File: src/rtl/alu_defs.sv
// Shared ALU opcode encodings, shift classification and scheduler state encoding.
package alu_defs;

    localparam logic [3:0] ALU_ADD          = 4'h0;
    localparam logic [3:0] ALU_SUB          = 4'h1;
    localparam logic [3:0] ALU_AND          = 4'h2;
    localparam logic [3:0] ALU_OR           = 4'h3;
    localparam logic [3:0] ALU_XOR          = 4'h4;
    localparam logic [3:0] ALU_SLT          = 4'h5;
    localparam logic [3:0] ALU_SHIFTL       = 4'h6;
    localparam logic [3:0] ALU_SHIFTR       = 4'h7;
    localparam logic [3:0] ALU_SHIFTR_ARITH = 4'h8;

    typedef enum logic [1:0] {
        SCHED_IDLE,
        SCHED_EXEC,
        SCHED_RESP
    } sched_state_e;

    function automatic logic is_shift(input logic [3:0] op);
        return (op == ALU_SHIFTL) || (op == ALU_SHIFTR) || (op == ALU_SHIFTR_ARITH);
    endfunction

endpackage

File: src/rtl/alu_rr_arb.sv
// Two-way round-robin arbiter: on a tie, the requester not granted last wins.
module alu_rr_arb (
    input  logic [1:0] valid,
    input  logic       last,
    output logic [1:0] grant
);

    always_comb begin
        grant = valid;
        if (valid == 2'b11) begin
            grant = last ? 2'b01 : 2'b10;
        end
    end

endmodule

File: src/rtl/alu_scheduler.sv
// Shares one combinational ALU between two requesters and decomposes shifts into
// power-of-two passes with the intermediate result fed back.
module alu_scheduler
    import alu_defs::*;
#(
    parameter int unsigned W = 32
) (
    input  logic               clk,
    input  logic               rst_n,
    input  logic [1:0]         req_valid,
    output logic [1:0]         req_ready,
    input  logic [1:0][3:0]    req_op,
    input  logic [1:0][W-1:0]  req_a,
    input  logic [1:0][W-1:0]  req_b,
    output logic [1:0]         rsp_valid,
    input  logic [1:0]         rsp_ready,
    output logic [W-1:0]       rsp_result,
    output logic               rsp_zero,
    output logic [W-1:0]       alu_inp1,
    output logic [W-1:0]       alu_inp2,
    output logic [3:0]         alu_control,
    input  logic [W-1:0]       alu_result,
    input  logic               alu_zero
);

    sched_state_e state_q;
    logic         owner_q;
    logic         last_q;
    logic [3:0]   op_q;
    logic [W-1:0] acc_q;
    logic [W-1:0] b_q;
    logic [4:0]   amt_q;
    logic         sign_q;

    logic [1:0]   grant;
    logic         sel;
    logic [4:0]   amt_low;
    logic [4:0]   amt_next;
    logic         shift_op;

    alu_rr_arb u_arb (
        .valid (req_valid),
        .last  (last_q),
        .grant (grant)
    );

    assign req_ready = (state_q == SCHED_IDLE) ? grant : 2'b00;
    assign sel       = grant[1];
    assign amt_low   = amt_q & (~amt_q + 5'd1);
    assign amt_next  = amt_q & ~amt_low;
    assign shift_op  = is_shift(op_q);

    always_comb begin
        alu_inp1    = '0;
        alu_inp2    = '0;
        alu_control = ALU_ADD;
        if (state_q == SCHED_EXEC) begin
            alu_inp1    = acc_q;
            alu_control = op_q;
            if (shift_op) begin
                alu_inp2 = {{(W-5){1'b0}}, amt_low};
                // The ALU always fills with ones; a positive operand needs a logical shift.
                if (op_q == ALU_SHIFTR_ARITH && !sign_q) begin
                    alu_control = ALU_SHIFTR;
                end
            end else begin
                alu_inp2 = b_q;
            end
        end
    end

    always_ff @(posedge clk or negedge rst_n) begin
        if (!rst_n) begin
            state_q    <= SCHED_IDLE;
            owner_q    <= 1'b0;
            last_q     <= 1'b1;
            op_q       <= ALU_ADD;
            acc_q      <= '0;
            b_q        <= '0;
            amt_q      <= '0;
            sign_q     <= 1'b0;
            rsp_valid  <= 2'b00;
            rsp_result <= '0;
            rsp_zero   <= 1'b0;
        end else begin
            unique case (state_q)
                SCHED_IDLE: begin
                    if (|(req_valid & req_ready)) begin
                        owner_q <= sel;
                        op_q    <= req_op[sel];
                        acc_q   <= req_a[sel];
                        b_q     <= req_b[sel];
                        amt_q   <= req_b[sel][4:0];
                        sign_q  <= req_a[sel][W-1];
                        state_q <= SCHED_EXEC;
                    end
                end
                SCHED_EXEC: begin
                    if (shift_op && amt_next != 5'd0) begin
                        acc_q <= alu_result;
                        amt_q <= amt_next;
                    end else begin
                        amt_q      <= 5'd0;
                        rsp_result <= alu_result;
                        rsp_zero   <= alu_zero;
                        rsp_valid  <= {owner_q, ~owner_q};
                        state_q    <= SCHED_RESP;
                    end
                end
                SCHED_RESP: begin
                    if (rsp_ready[owner_q]) begin
                        last_q    <= owner_q;
                        rsp_valid <= 2'b00;
                        state_q   <= SCHED_IDLE;
                    end
                end
                default: state_q <= SCHED_IDLE;
            endcase
        end
    end

endmodule
File: config.mk
export PLATFORM = sky130hd
export DESIGN_NAME = alu_scheduler
export DESIGN_NICKNAME = d
export VERILOG_FILES = /design/src/rtl/alu_defs.sv /design/src/rtl/alu_rr_arb.sv /design/src/rtl/alu_scheduler.sv
export SDC_FILE = /design/constraint.sdc
export NUM_CORES = 1
export LEC_CHECK = 0
export BUFFER_PORTS_ARGS = -buffer_cell sky130_fd_sc_hd__buf_2
export CORE_UTILIZATION = 30
export CTS_BUF_LIST = sky130_fd_sc_hd__clkbuf_2
export CTS_CLUSTER_SIZE = 24
export DETAILED_ROUTE_END_ITERATION = 10
export GPL_TIMING_DRIVEN = 1
export PLACE_DENSITY_LB_ADDON = 0.3
export SKIP_CTS_REPAIR_TIMING = 1
export SKIP_LAST_GASP = 1
export SYNTH_ARGS = -nofsm -noshare
export SYNTH_HDL_FRONTEND = slang
export SYNTH_SLANG_ARGS = --single-unit
export TNS_END_PERCENT = 50
File: constraint.sdc
create_clock -name clk -period 3.3 [get_ports clk]
set_input_delay 0.66 -clock clk [delete_from_list [all_inputs] [get_ports clk]]
set_output_delay 0.66 -clock clk [all_outputs]
set_load 0.01 [all_outputs]
==> results of run 1 <==
==> metrics by stage <==
stage	cell area [µm²]	hold slack, ns	instances
after floorplan	6220	0.364	552
after global placement	7920	0.457	1073
after detailed placement	7920	0.465	1073
after CTS	8260	-0.246	1105
after global routing	8310	0.0390	1110
final	8310	0.189	1110
==> how the worst min path moves through the flow <==
stage	depth (start not counted)	slack, ns	start	to
after floorplan	0	0.36	rst_n	acc_q[0]
after global placement	2	0.46	b_q[21]	b_q[21]
after detailed placement	2	0.46	b_q[26]	b_q[26]
after CTS	1	-0.25	rst_n	acc_q[12]
after global routing	2	0.04	alu_zero	rsp_zero
final	2	0.19	alu_zero	rsp_zero
==> Yosys cell counts (5+ instances only) <==
library cell  count  area share, %
dfrtp_1         112             45
o21ai_0          77            6.2
nand2_1          76            4.6
mux2i_1          69             11
and2_1           60            6.0
mux2_4           60             14
clkbuf_1         22            1.3
buf_2             9           0.72
mux2_2            9            1.6
inv_1             5           0.30
nor2_1            5           0.30
o21a_1            5           0.60
==> power by group <==
group / switching [mW] / total (mW) / internal (mW)
clock network: 0.592 / 1.32 / 0.724
registers: 0.398 / 2.49 / 2.09
logic: 2.12 / 4.44 / 2.32
total: 3.11 / 8.24 / 5.13
==> cell type report <==
type | instances | area, µm²
clock inverter | 15 | 262
fill | 2076 | 12000
multi-input combinational | 397 | 3190
sequential | 113 | 2830
timing repair buffer | 291 | 1580
inverter | 5 | 18.8
tap | 270 | 338
antenna | 2 | 5.00
clock buffer | 17 | 85.1
==> cells by family (layout without fill, tap and decap cells) <==
family,count (synthesis),after routing,share of synthesized area (%)
multiplexers,138,138,27.2
AND/OR/NAND/NOR,153,153,12.8
adder cells (fa/ha/maj),5,5,0.965
flip-flops,113,113,45.4
other,0,2,0
AO/OA/AOI/OAI,101,101,9.73
buffers and inverters,42,328,3.86
==> metal layers <==
metal | up-vias | wire length (µm)
li1 | 2464 | -
met1 | 2266 | 7710
met2 | 215 | 7610
met3 | 12 | 1190
met4 | 2 | 182
met5 | - | 8
==> registers in the layout, indices dropped and copies added, names as in the netlist <==
register    cells
rsp_result     32
sign_q          1
rsp_zero        1
last_q          1
amt_q           5
op_q            4
owner_q         1
state_q         2
b_q            32
rsp_valid       2
acc_q          32
==> summary.md, run 1 <==
| Metric | Value |
|---|---|
| Core box area | 0.0203 mm² |
| WP data arrival | around 2.3 ns |
| Starting density of the core | ~31% |
| Syn. warnings | 0 |
| Most frequent cells in the layout | buf_2, dfrtp_1, nand2_1 |
| Most common cell after layout, fill and taps aside | buf_2 |
| Fin nets | 1004 |
| GR Util met2 | between 20% and 30% |
| PwrDens | a little under 1000 mW/mm² |
| Beginning of the critical path | state_q[1] |
| Root Buffer | clkbuf_2 |
| CTS Sinks | about 110 |
| Largest net degree at the start of global routing | 71 |
| Setup TNS | 0 ns |
| Die area | 0.0213 mm² |
| Pwr Total | 8.24 mW |
| GR Overflow Total | 0 |
| Total Wirelength | 16700 µm |
| Number of global-route vias before repair | between 4k and 5k |
| Rows | 52 |
| Final period util | 91.0% |
| Initial antenna violation count | 3 |
| Setup Viol. Count Final | 0 |
| Max clock buf depth | 2 |
| IO Pins | between 200 and 300 |
| CTS HTree Levels | 4 |
| Cell Chain, Critical Path | inv_1 -> ha_4 -> nor3b_4 -> buf_8 -> nand2_1 -> o21ai_1 -> buf_2 |
| Unique masters post-synth | 39 |
| Lkg Pwr | around 4.3 nW |
| Core Util, Final | 40.9% |
| Max_slew headroom | 51.5% |
| Met1 Usage GRT | between 20% and 30% |
| Mapped Cells | 552 |
| Worst path bufs/invs | 3 |
| Unrepaired setup endpoints after global routing | false |
| Initial DRT Pass Iterations | 4 |
| Fin. Hold Viols | 0 |
| Count of input and output buffers | around 280 |
| Start of the worst register-to-register path | state_q[0] |
| Share of layout cells above drive strength 1 | between 40% and 50% |
| Post-DRT Antenna Nets | 0 |
| Synthesized net count | about 730 |
| Area growth syn-to-layout | 33.5% |
| Slew @ Worst Pin | between 0.7 and 0.8 ns |
| EDFF count, synth | 0 |
| #FFs+latches synth | 113 |
| Drc violations | 0 |
| Starting DRT DRC Count | 95 |
| Die outline width | 146 µm |
| Crit Path Class | flop to primary output |
| Seq/Total Area, Yosys | a little under half |
| Hold Path Class | input port to flop |
| Asr flop ratio synth | 100% |
| Hpwl dp | 11900 µm |
| Synth Area per Inst | around 11 µm² |
| Vias per cell | around 4.5 |
| Crit start category | flop |
| Slowest-stage cell, CP | dfrtp_1 |
| Worst-path clk slew | ~0.22 ns |
| Total GRT Usage | around 16% |
| Fin crit period | between 3 and 4 ns |
| DIE HEIGHT | roughly 150 µm |
| Worst-path fanout max | 34 |
| Reg2Reg Setup Slack | 0.88 ns |
| R2R Path End | acc_q[5] |
| Crit path capture | alu_inp2[0] |
| Fmax | ~0.33 GHz |
| Max_cap viols | 0 |
| WL/cell | approximately 15 µm |
| Outcome | finished clean |
| Dpl ws | 0.572 ns |
| Ys flop type | dfrtp_1 |
| CTS tree | built |
| Largest delay share family, worst path | buffers and inverters |
| First-pass GRT wire length | 26100 µm |
| Clk_skew | ~0.045 ns |
| CP endpoint kind | primary output |
| Synthesized area | a little over 0.006 mm² |
| Pins Over Slew Limit | 0 |
| GR peak layer | met2 |
| WP depth | 7 |
| Worst-case reg-to-reg path depth | 7 |
| Setup ws final | 0.295 ns |
| Delay of the slowest critical-path stage | about 0.43 ns |
| DR vias | around 5.0k |
| Final Wtd Congestion | just over 0.8 |
| Clk_lat worst skew | approximately 0.67 ns |
| CTS Buf Count | 17 |
| GRT met3 Usage | under 10% |
| Worst EP required | around 2.6 ns |
| Worst VDD drop | between 400 and 500 µV |
No activity file was read; power rests on OpenSTA's default activity.
==> run 2: changes to the inputs <==
Clock period 3.3 ns to 2.75 ns, I/O delays scaled along.
==> summary.md, run 2 (same netlist as run 1, synthesis figures left out) <==
| Metric | Value |
|---|---|
| Total GRT Usage | ~15% |
| Setup ws final | 0.0108 ns |
| Post-DRT Antenna Nets | 0 |
| Worst VDD drop | 473 µV |
| Largest net degree at the start of global routing | ~60 |
| Lkg Pwr | about 4.4 nW |
| PwrDens | ~1200 mW/mm² |
| Total Wirelength | about 16000 µm |
| DIE HEIGHT | roughly 150 µm |
| Starting density of the core | 30.7% |
| Core box area | 0.0203 mm² |
| Initial DRT Pass Iterations | 4 |
| Most common cell after layout, fill and taps aside | buf_2 |
| Fin crit period | around 2.7 ns |
| Max_slew headroom | 70.2% |
| WL/cell | roughly 15 µm |
| CP endpoint kind | primary output |
| Antenna Cells | 0 |
| Setup TNS | 0 ns |
| Placed Cells | around 1.1k |
| Worst EP required | about 2.2 ns |
| Starting DRT DRC Count | between 100 and 150 |
| GR Overflow Total | 0 |
| Hpwl dp | 11500 µm |
| # fillers | approximately 2.0k |
| Drc violations | 0 |
| Hold Path Class | input port to flop |
| Number of global-route vias before repair | approximately 4.8k |
| Fin. Hold Viols | 0 |
| Share of layout cells above drive strength 1 | ~50% |
| Slew @ Worst Pin | between 0.4 and 0.5 ns |
| Vias per cell | roughly 4.5 |
| Pins Over Slew Limit | 0 |
| Final hold slack | 0.151 ns |
| Worst-case reg-to-reg path depth | 10 |
| Most frequent cells in the layout | buf_2, dfrtp_1, nand2_1 |
| Clk_skew | 0.0285 ns |
| Crit Path Class | flop to primary output |
| Start of the worst register-to-register path | op_q[1] |
| Dpl ws | approximately 0.29 ns |
| Die area | 0.0213 mm² |
| Area growth syn-to-layout | 35.4% |
| First-pass GRT wire length | about 25000 µm |
| Crit start category | flop |
| Top Registers | acc_q (32), b_q (32), rsp_result (32) |
| Final period util | between 90% and 100% |
| Fin nets | between 1k and 1.5k |
| FF/Latch Area | approximately 0.0028 mm² |
| IO Pins | 280 |
| Hold depth | 2 |
| Rows | 52 |
| Core Util, Final | between 40% and 50% |
| DR vias | roughly 5.1k |
| WL met2 | slightly below 8000 µm |
| CTS Sinks | between 100 and 150 |
| CTS tree | built |
| Worst-path clk slew | 0.20 ns |
| Max_cap viols | 0 |
| R2R Path End | acc_q[6] |
| Met1 wire length | 7420 µm |
| WL met3 | around 1100 µm |
| Initial antenna violation count | 0 |
| WP data arrival | 2.19 ns |
| Reg2Reg Setup Slack | 0.27 ns |
| Clk_lat worst skew | approximately 0.63 ns |
| Root Buffer | clkbuf_2 |
| Count of input and output buffers | between 200 and 300 |
| Unrepaired setup endpoints after global routing | true |
| Die outline width | between 100 and 150 µm |
| Hold Crit Start | alu_result[7] |
| Finished Layout Cells | 1126 |
| Fmax | roughly 0.37 GHz |
| Setup Viol. Count Final | 0 |
| Worst-path fanout max | 5 |
| Max clock buf depth | 2 |
| Worst Hold End | rsp_result[7] |
| CTS HTree Levels | 4 |
| Uppermost routed layer | met4 |
| Outcome | finished clean |
| CTS Buf Count | 17 |
| Multi-input gate area | ~0.0032 mm² |
| Final Wtd Congestion | 0.790 |
## run 2: changes by cell type in the layout (fill, tap and decap cells not counted), moves of 2 or more
cell | before | now
dlygate4sd3_1 | 1 | 3
bufinv_16 | 7 | 3
and2_4 | 0 | 7
o21ai_2 | 0 | 2
o21ai_1 | 2 | 0
clkinvlp_4 | 0 | 4
buf_6 | 2 | 9
diode_2 | 2 | 0
buf_2 | 278 | 271
buf_4 | 3 | 19
clkinv_1 | 3 | 1
and2_1 | 60 | 53
clkinv_2 | 1 | 3
## run 2: how the worst max path moves through the flow
stage	start	slack, ns	cells after the start	end
floorplan	state_q[1]	0.63	7	alu_control[3]
detailed placement	op_q[1]	0.29	4	alu_inp2[0]
global route	op_q[2]	-0.18	6	alu_inp2[12]
global placement	op_q[1]	0.37	4	alu_inp2[0]
finish	op_q[1]	0.01	7	alu_inp2[3]
CTS	op_q[1]	-0.48	4	alu_inp2[0]
## run 2: cell type report
class	instances	share of cell area [%]
Clock inverter	14	1.96
Timing Repair Buffer	309	21.0
Clock buffer	18	1.07
Multi-Input combinational cell	397	38.2
Tap cell	270	4.01
Sequential cell	113	33.6
Inverter	5	0.223
## run 2: per-layer routing
metal  up-vias  global-route usage [%]
met5         -                       0
met4         0                    3.02
met3         6                    4.88
met2       202                    25.0
met1      2357                    18.7
li1       2497                       -
## run 2: worst max-delay path, stage by stage (launching register included)
cell	delay (ns)
dfrtp_1	0.46
nor4b_4	0.27
buf_4	0.18
nor3b_4	0.06
buf_6	0.13
clkbuf_16	0.15
a32o_1	0.19
buf_2	0.14
## run 2: per-stage QoR
step	area, µm²	power (mW)
floorplan	6220	6.89
global placement	7930	8.30
detailed placement	7930	8.35
CTS	8190	9.59
global route	8430	10.5
finish	8430	9.81
## run 2: report_power, final
| group | leakage (nW) | internal, mW | total, mW | switching [mW] |
|---|---|---|---|---|
| logic | 2.87 | 3.02 | 5.64 | 2.62 |
| registers | 1.36 | 2.51 | 2.98 | 0.467 |
| clock network | 0.144 | 0.506 | 1.19 | 0.681 |
| total | 4.37 | 6.04 | 9.81 | 3.77 |
